`src/rtl/rbcp_pkg.sv`:
```
// Shared definitions for the SiTCP RBCP local-bus responder.
//   - bus widths (address / data) and the largest supported ack latency
//   - responder state encoding
package rbcp_pkg;

  localparam int RBCP_ADDR_W      = 32;
  localparam int RBCP_DATA_W      = 8;
  localparam int RBCP_MAX_LATENCY = 4;

  typedef enum logic [1:0] {
    IDLE = 2'd0,
    WAIT = 2'd1,
    ACK  = 2'd2
  } rbcp_state_e;

endpackage

```
`src/rtl/rbcp_reg_responder_if.sv`:
```
// RBCP local-bus signal bundle.
//   master : SiTCP side, drives LOC_ACT/LOC_ADDR/LOC_WD/LOC_WE/LOC_RE,
//            receives LOC_ACK/LOC_RD
//   slave  : responder side, the mirror image
interface rbcp_reg_responder_if;
  import rbcp_pkg::*;

  logic                   LOC_ACT;
  logic [RBCP_ADDR_W-1:0] LOC_ADDR;
  logic [RBCP_DATA_W-1:0] LOC_WD;
  logic                   LOC_WE;
  logic                   LOC_RE;
  logic                   LOC_ACK;
  logic [RBCP_DATA_W-1:0] LOC_RD;

  modport master (
    output LOC_ACT, LOC_ADDR, LOC_WD, LOC_WE, LOC_RE,
    input  LOC_ACK, LOC_RD
  );

  modport slave (
    input  LOC_ACT, LOC_ADDR, LOC_WD, LOC_WE, LOC_RE,
    output LOC_ACK, LOC_RD
  );

endinterface

```
`src/rtl/rbcp_reg_responder.sv`:
```
// Byte-wide register-file responder on the SiTCP RBCP local bus.
// Decodes a window of N_RW read/write bytes followed by N_RO read-only
// status bytes starting at BASE_ADDR, and answers each accepted strobe with
// a one-cycle LOC_ACK exactly ACK_LATENCY cycles after the strobe.
// Ports:
//   CLK, RSTn  : clock, synchronous active-low reset
//   bus        : RBCP local bus (slave side)
//   REG_OUT    : RW register contents, byte k at [8k+7:8k]
//   WR_STROBE  : one-cycle pulse on bit k when RW register k is written
//   STATUS_IN  : read-only bytes, byte j appears at offset N_RW+j
module rbcp_reg_responder
  import rbcp_pkg::*;
#(
  parameter logic [RBCP_ADDR_W-1:0] BASE_ADDR   = 32'h0000_0000,
  parameter int                     N_RW        = 16,
  parameter int                     N_RO        = 4,
  parameter int                     ACK_LATENCY = 1,
  parameter logic [RBCP_DATA_W-1:0] RW_INIT     = 8'h00,
  // STATUS_IN keeps at least one byte so N_RO=0 still yields a legal port
  localparam int                    RO_SLOTS    = (N_RO > 0) ? N_RO : 1
) (
  input  logic                      CLK,
  input  logic                      RSTn,
  rbcp_reg_responder_if.slave       bus,
  output logic [8*N_RW-1:0]         REG_OUT,
  output logic [N_RW-1:0]           WR_STROBE,
  input  logic [8*RO_SLOTS-1:0]     STATUS_IN
);

  localparam logic [RBCP_ADDR_W-1:0] WIN_SIZE = RBCP_ADDR_W'(N_RW + N_RO);
  localparam logic [RBCP_ADDR_W-1:0] RW_SIZE  = RBCP_ADDR_W'(N_RW);
  // WAIT lasts ACK_LATENCY-1 cycles; the counter starts at 0, so the last
  // WAIT cycle is the one where it reads ACK_LATENCY-2.
  localparam logic [1:0] WAIT_LAST =
    (ACK_LATENCY > 1) ? 2'(ACK_LATENCY - 2) : 2'd0;

  logic [RBCP_ADDR_W-1:0] offset_s;
  logic                   hit_s;
  logic                   is_rw_s;
  logic                   qual_s;
  rbcp_state_e            state_r;
  rbcp_state_e            state_s;
  logic [1:0]             cnt_r;
  logic [1:0]             cnt_s;
  logic                   ack_r;
  logic [RBCP_DATA_W-1:0] rd_r;
  logic [RBCP_DATA_W-1:0] rd_sel_s;
  logic [RBCP_DATA_W-1:0] regs_r [N_RW];
  logic [N_RW-1:0]        wr_strobe_r;

  // Modulo-2^32 subtraction: addresses below BASE_ADDR wrap to a huge
  // offset and fall outside the window.
  assign offset_s = bus.LOC_ADDR - BASE_ADDR;
  assign hit_s    = (offset_s < WIN_SIZE);
  assign is_rw_s  = (offset_s < RW_SIZE);
  assign qual_s   = (bus.LOC_WE ^ bus.LOC_RE) && bus.LOC_ACT && hit_s &&
                    (state_r == IDLE);

  // Next-state and latency-counter logic.
  always_comb begin
    state_s = state_r;
    cnt_s   = cnt_r;
    case (state_r)
      IDLE: begin
        if (qual_s) begin
          cnt_s   = 2'd0;
          state_s = (ACK_LATENCY == 1) ? ACK : WAIT;
        end else begin
          state_s = IDLE;
        end
      end
      WAIT: begin
        // Losing LOC_ACT abandons the transaction without an ack.
        if (!bus.LOC_ACT) begin
          state_s = IDLE;
        end else if (cnt_r == WAIT_LAST) begin
          state_s = ACK;
        end else begin
          cnt_s = cnt_r + 2'd1;
        end
      end
      ACK: begin
        state_s = IDLE;
      end
      default: begin
        state_s = IDLE;
        cnt_s   = 2'd0;
      end
    endcase
  end

  // State, counter and registered acknowledge.
  always_ff @(posedge CLK) begin
    if (!RSTn) begin
      state_r <= IDLE;
      cnt_r   <= 2'd0;
      ack_r   <= 1'b0;
    end else begin
      state_r <= state_s;
      cnt_r   <= cnt_s;
      ack_r   <= (state_s == ACK);
    end
  end

  // Read multiplexer over RW registers and status bytes.
  always_comb begin
    rd_sel_s = 8'h00;
    for (int k = 0; k < N_RW; k++) begin
      rd_sel_s = (offset_s == RBCP_ADDR_W'(k)) ? regs_r[k] : rd_sel_s;
    end
    for (int j = 0; j < N_RO; j++) begin
      rd_sel_s = (offset_s == RBCP_ADDR_W'(N_RW + j)) ?
                 STATUS_IN[8*j +: 8] : rd_sel_s;
    end
  end

  // Register file, write strobes and read holding register.
  always_ff @(posedge CLK) begin
    if (!RSTn) begin
      for (int k = 0; k < N_RW; k++) begin
        regs_r[k] <= RW_INIT;
      end
      wr_strobe_r <= {N_RW{1'b0}};
      rd_r        <= 8'h00;
    end else begin
      wr_strobe_r <= {N_RW{1'b0}};
      // Writes to RO offsets are acked by the FSM but touch nothing here.
      if (qual_s && bus.LOC_WE && is_rw_s) begin
        for (int k = 0; k < N_RW; k++) begin
          if (offset_s == RBCP_ADDR_W'(k)) begin
            regs_r[k]      <= bus.LOC_WD;
            wr_strobe_r[k] <= 1'b1;
          end
        end
      end
      if (qual_s && bus.LOC_RE) begin
        rd_r <= rd_sel_s;
      end
    end
  end

  for (genvar g = 0; g < N_RW; g++) begin : g_reg_out
    assign REG_OUT[8*g +: 8] = regs_r[g];
  end

  assign WR_STROBE   = wr_strobe_r;
  assign bus.LOC_ACK = ack_r;
  assign bus.LOC_RD  = rd_r;

endmodule

```
`src/flat_wrapper.sv`:
```
// flat-port wrapper written by rule: the top's interface ports become plain ports
module rbcp_reg_responder_flat import rbcp_pkg::*;
#(
  parameter logic [RBCP_ADDR_W-1:0] BASE_ADDR   = 32'h0000_0000,
  parameter int                     N_RW        = 16,
  parameter int                     N_RO        = 4,
  parameter int                     ACK_LATENCY = 1,
  parameter logic [RBCP_DATA_W-1:0] RW_INIT     = 8'h00,
                                                                          
  localparam int                    RO_SLOTS    = (N_RO > 0) ? N_RO : 1
)
  (CLK, RSTn, REG_OUT, WR_STROBE, STATUS_IN, bus_LOC_ACT, bus_LOC_ADDR, bus_LOC_WD, bus_LOC_WE, bus_LOC_RE, bus_LOC_ACK, bus_LOC_RD);
  rbcp_reg_responder_if bus_i ();
  input  logic CLK;
  input  logic RSTn;
  output logic [8*N_RW-1:0] REG_OUT;
  output logic [N_RW-1:0] WR_STROBE;
  input  logic [8*RO_SLOTS-1:0] STATUS_IN;
  input wire logic [$bits(bus_i.LOC_ACT)-1:0] bus_LOC_ACT;
  input wire logic [$bits(bus_i.LOC_ADDR)-1:0] bus_LOC_ADDR;
  input wire logic [$bits(bus_i.LOC_WD)-1:0] bus_LOC_WD;
  input wire logic [$bits(bus_i.LOC_WE)-1:0] bus_LOC_WE;
  input wire logic [$bits(bus_i.LOC_RE)-1:0] bus_LOC_RE;
  output wire logic [$bits(bus_i.LOC_ACK)-1:0] bus_LOC_ACK;
  output wire logic [$bits(bus_i.LOC_RD)-1:0] bus_LOC_RD;
  assign bus_i.LOC_ACT = bus_LOC_ACT;
  assign bus_i.LOC_ADDR = bus_LOC_ADDR;
  assign bus_i.LOC_WD = bus_LOC_WD;
  assign bus_i.LOC_WE = bus_LOC_WE;
  assign bus_i.LOC_RE = bus_LOC_RE;
  assign bus_LOC_ACK = bus_i.LOC_ACK;
  assign bus_LOC_RD = bus_i.LOC_RD;
  rbcp_reg_responder #(.BASE_ADDR(BASE_ADDR), .N_RW(N_RW), .N_RO(N_RO), .ACK_LATENCY(ACK_LATENCY), .RW_INIT(RW_INIT)) u_core (.CLK(CLK), .RSTn(RSTn), .bus(bus_i), .REG_OUT(REG_OUT), .WR_STROBE(WR_STROBE), .STATUS_IN(STATUS_IN));
endmodule
```
`config.mk`:
```
export PLATFORM = sky130hd
export DESIGN_NAME = rbcp_reg_responder_flat
export DESIGN_NICKNAME = d
export VERILOG_FILES = /design/src/rtl/rbcp_pkg.sv /design/src/rtl/rbcp_reg_responder_if.sv /design/src/rtl/rbcp_reg_responder.sv /design/src/flat_wrapper.sv
export SDC_FILE = /design/constraint.sdc
export NUM_CORES = 1
export LEC_CHECK = 0
export CAP_MARGIN = 0
export CORE_MARGIN = 5
export CORE_UTILIZATION = 44
export CTS_BUF_LIST = sky130_fd_sc_hd__clkbuf_2
export DETAILED_ROUTE_END_ITERATION = 10
export PLACE_DENSITY = 0.79
export SKIP_CTS_REPAIR_TIMING = 1
export SYNTH_ARGS = -nofsm -noshare
export SYNTH_HDL_FRONTEND = slang
export SYNTH_SLANG_ARGS = --single-unit
```
`constraint.sdc`:
```
create_clock -name CLK -period 2.56 [get_ports CLK]
set_input_delay 0.384 -clock CLK [delete_from_list [all_inputs] [get_ports CLK]]
set_output_delay 0.384 -clock CLK [all_outputs]
set_load 0.02 [all_outputs]
```
==> impl_metrics.csv, run 1 <==
group,metric,value,unit
clock_tree,insertion_delay,0.74,ns
timing,slew_violations,0,
worst_setup_path,crit_arrival,3.01,ns
timing,hold_viol_final,0,
timing,rsz0062_at_grt,"false",
timing,skew,0.0264,ns
floorplan,dieArea,0.0195,mm^2
clock_tree,cts_made_buffers,17,
timing,fmax,0.432,GHz
worst_setup_path,critPathTopFamily,"simple AND/OR/NAND/NOR gates",
worst_setup_path,crit_buf_inv,1,
power_and_ir_drop,ir_worst_vdd,0.000303,V
clock_tree,root_buffer,"clkbuf_2",
yosys,synth-edff-count,128,
yosys,yosysTopAreaCellShare,0.521,
yosys,yosysTopAreaCell,"edfxtp_1",
timing,period_share,0.904,
detailed_routing,vias,6957,
clock_tree,clock_path_buffers,2,
power_and_ir_drop,powerDensity,502,mW/mm^2
timing,fin_crit,2.32,ns
clock_tree,htreeDepth,4,
layout,seq_area,0.00442,mm^2
placed_design,portBuffers,229,
yosys,synthArstFlopShare,0,
grt,grt_pass1_vias,6914,
floorplan,die_w,139,um
yosys,syn_area,0.00738,mm^2
worst_setup_path,critPathLaunch,"bus_LOC_ADDR[31]",
yosys,yosysMostFrequentCell,"edfxtp_1",
grt,grt_pass1_wl,41400,um
grt,gr-usage-met2,0.455,
layout,fin_area,0.0110,mm^2
timing,tightest_slew,0.570,ns
yosys,synth-seq-area-share,0.600,
yosys,syn_nets,742,
grt,gr-total-overflow,0,
timing,setup_violations,0,
placed_design,place_hpwl,21600,um
yosys,ys_types,65,
worst_setup_path,reg2reg_from,"u_core.regs_r[0][26]",
floorplan,rows,47,
grt,use_met1,0.361,
worst_setup_path,path_cells,"clkdlybuf4s50_1, nor4_2, nand4_2, or4_1, a21oi_1, a311oi_1, a2111oi_0, o2bb2ai_1",
worst_setup_path,cp.depth,8,
worst_setup_path,startpoint_type,"primary input",
worst_setup_path,critPathSlowestCell,"or4_1",
status,status,"complete, no violations",
yosys,synth_area_leaders,"edfxtp_1, dfxtp_1, nor2_1, nand2_1, mux4_2",
worst_setup_path,endpoint,"u_core.bus.LOC_RD[5]",
layout,syn2layout_area_growth,49.1,%
grt,grtUsageMet3,0.0847,
worst_setup_path,cp-end-kind,"register",
detailed_routing,dr.pass1.iters,6,
yosys,avgSynthCellArea,11.1,um^2
job,cap_violations,0,
yosys,synth_flop_cell,"edfxtp_1",
worst_setup_path,path_max_fanout,4,
worst_setup_path,rr_worst_depth,7,
timing,slew_headroom,0.610,
detailed_routing,drtIter0Drc,948,
worst_setup_path,r2r_end,"u_core.bus.LOC_RD[2]",
yosys,synth_common_cells,"edfxtp_1, nor2_1, nand2_1",
placed_design,dpl-instance-area,0.0107,mm^2
yosys,synthCells,664,
grt,antenna_found_initial,1,
placed_design,finalWeightedCongestion,0.960,
detailed_routing,wl_per_cell,23.0,um
timing,setup_ws,0.245,ns
worst_setup_path,r2r_slack,0.43,ns
layout,drive_above_1_share,0.179,
clock_tree,path_clk_slew,0.22,ns
power_and_ir_drop,leakage,0.00408,uW
floorplan,core_area,0.0165,mm^2
layout,n_fill_cell,1243,
grt,grt_max_degree,33,
placed_design,place_ws,-0.493,ns
detailed_routing,drt_drc_violations_left,0,
detailed_routing,drt_wl_total,27700,um
layout,multi_input_area,0.00271,mm^2
detailed_routing,ant_nets,0,
clock_tree,cts_sinks,157,
worst_setup_path,path_class,"primary input to register",
worst_setup_path,max_stage_delay,0.67,ns
floorplan,die_y,139,um
layout,final_nets,1047,
detailed_routing,viasPerCell,5.78,
grt,grt.total_usage,0.280,
yosys,synth-seq-cells,157,
floorplan,initial_core_util,0.446,
clock_tree,cts_tree,"built",
hold_path,hp-class,"primary input to register",
yosys,yosys_warnings,0,
power_and_ir_drop,p_total,5520,uW
grt,busiest_layer,"met2",
worst_setup_path,critical_path_required,3.25,ns
floorplan,ioPinCount,230,
## worst min path at each step
stage | depth (start not counted) | startpoint | to | slack, ns
after floorplan | 1 | u_core.state_r[1] | u_core.state_r[1] | 0.49
after global placement | 1 | u_core.bus.LOC_RD[3] | u_core.bus.LOC_RD[3] | 0.49
after detailed placement | 1 | u_core.bus.LOC_RD[3] | u_core.bus.LOC_RD[3] | 0.49
after CTS | 4 | STATUS_IN[7] | u_core.bus.LOC_RD[7] | 0.29
after global routing | 4 | STATUS_IN[7] | u_core.bus.LOC_RD[7] | 0.31
final | 4 | STATUS_IN[7] | u_core.bus.LOC_RD[7] | 0.36
## registers in the layout, indices dropped and copies added (netlist names)
register            count
u_core.state_r          2
u_core.bus.LOC_ACK      1
u_core.bus.LOC_RD       8
u_core.cnt_r            2
u_core.WR_STROBE       16
u_core.regs_r         128
## kinds of logic (layout without fill, tap and decap cells)
| logic type | Yosys count | after routing | share of synthesized area |
|---|---|---|---|
| xor gates and xnor gates | 1 | 1 | 0.00119 |
| and+or+nand+nor | 286 | 286 | 0.185 |
| muxes | 34 | 34 | 0.0651 |
| AOI/OAI and AO/OA | 122 | 122 | 0.113 |
| adders and majority gates | 1 | 1 | 0.00170 |
| DFF | 157 | 157 | 0.600 |
| other | 0 | 1 | 0 |
| buffers and inverters | 63 | 381 | 0.0336 |
## per-layer routing
metal  part of all wire  wire length (um)
met1               0.38             10500
met2               0.48             13300
met3               0.11              3160
met4              0.030               835
met5                  0                 0
## cell usage in the layout (no fill, tap or decap), types with 4 or more instances in the layout
cell type        netlist  final
inv_1                 14     14
a2bb2oi_1              5      5
o21ai_0               25     23
nor2b_1               12     12
nand2_1               61     61
mux2_2                12     12
nor2_1               115    115
edfxtp_1             128    128
mux4_2                10     10
nor4_1                 6      6
and3_1                 9      9
nor3_1                26     25
a21oi_1               30     30
nand3_1               15     15
buf_4                  0     91
clkbuf_2               0     19
dfxtp_1               29     29
a22o_1                 6      6
a221oi_1               4      4
nand4_1                4      4
bufinv_16              0      4
nand2b_1               7      7
a22oi_1                5      5
and2_1                 4      4
mux2i_1               12     12
clkdlybuf4s50_1        0    227
o22ai_1                6      6
buf_12                 0     14
nor4_2                 6      6
a211oi_1               4      4
a31oi_1                7      7
or2_2                  4      4
## layout make-up
type                            count  area share
Clock buffer                       19     0.00865
Antenna cell                        1    0.000228
Inverter                           15     0.00512
Sequential cell                   157       0.402
Clock inverter                     13      0.0171
Timing Repair Buffer              334       0.295
Multi-Input combinational cell    444       0.246
Tap cell                          220      0.0250
## tightest hold or removal path: stages
cell	delay, ns
clkdlybuf4s50_1	0.40
a21oi_1	0.11
or4_1	0.11
o32ai_1	0.07
## power by group
group / internal (uW) / switching, uW
clock network: 658 / 924
logic: 469 / 514
registers: 2870 / 82.3
total: 4000 / 1520
## through the flow
step / utilization / instances / setup TNS (ns) / hold WS (ns)
after CTS: 0.665 / 1202 / 0 / 0.294
final: 0.665 / 1203 / 0 / 0.363
after detailed placement: 0.648 / 1170 / -39.37 / 0.493
after global placement: 0.648 / 1170 / -31.01 / 0.487
after floorplan: - / 664 / 0 / 0.492
after global routing: 0.665 / 1203 / 0 / 0.314
(Power assumes the default switching activity.)
==> run 2, diff against run 1 <==
CTS_CLUSTER_DIAMETER = 50   (was default)
==> results of run 2 <==
No change in the layout: final DEF, timing and power equal those of run 1.
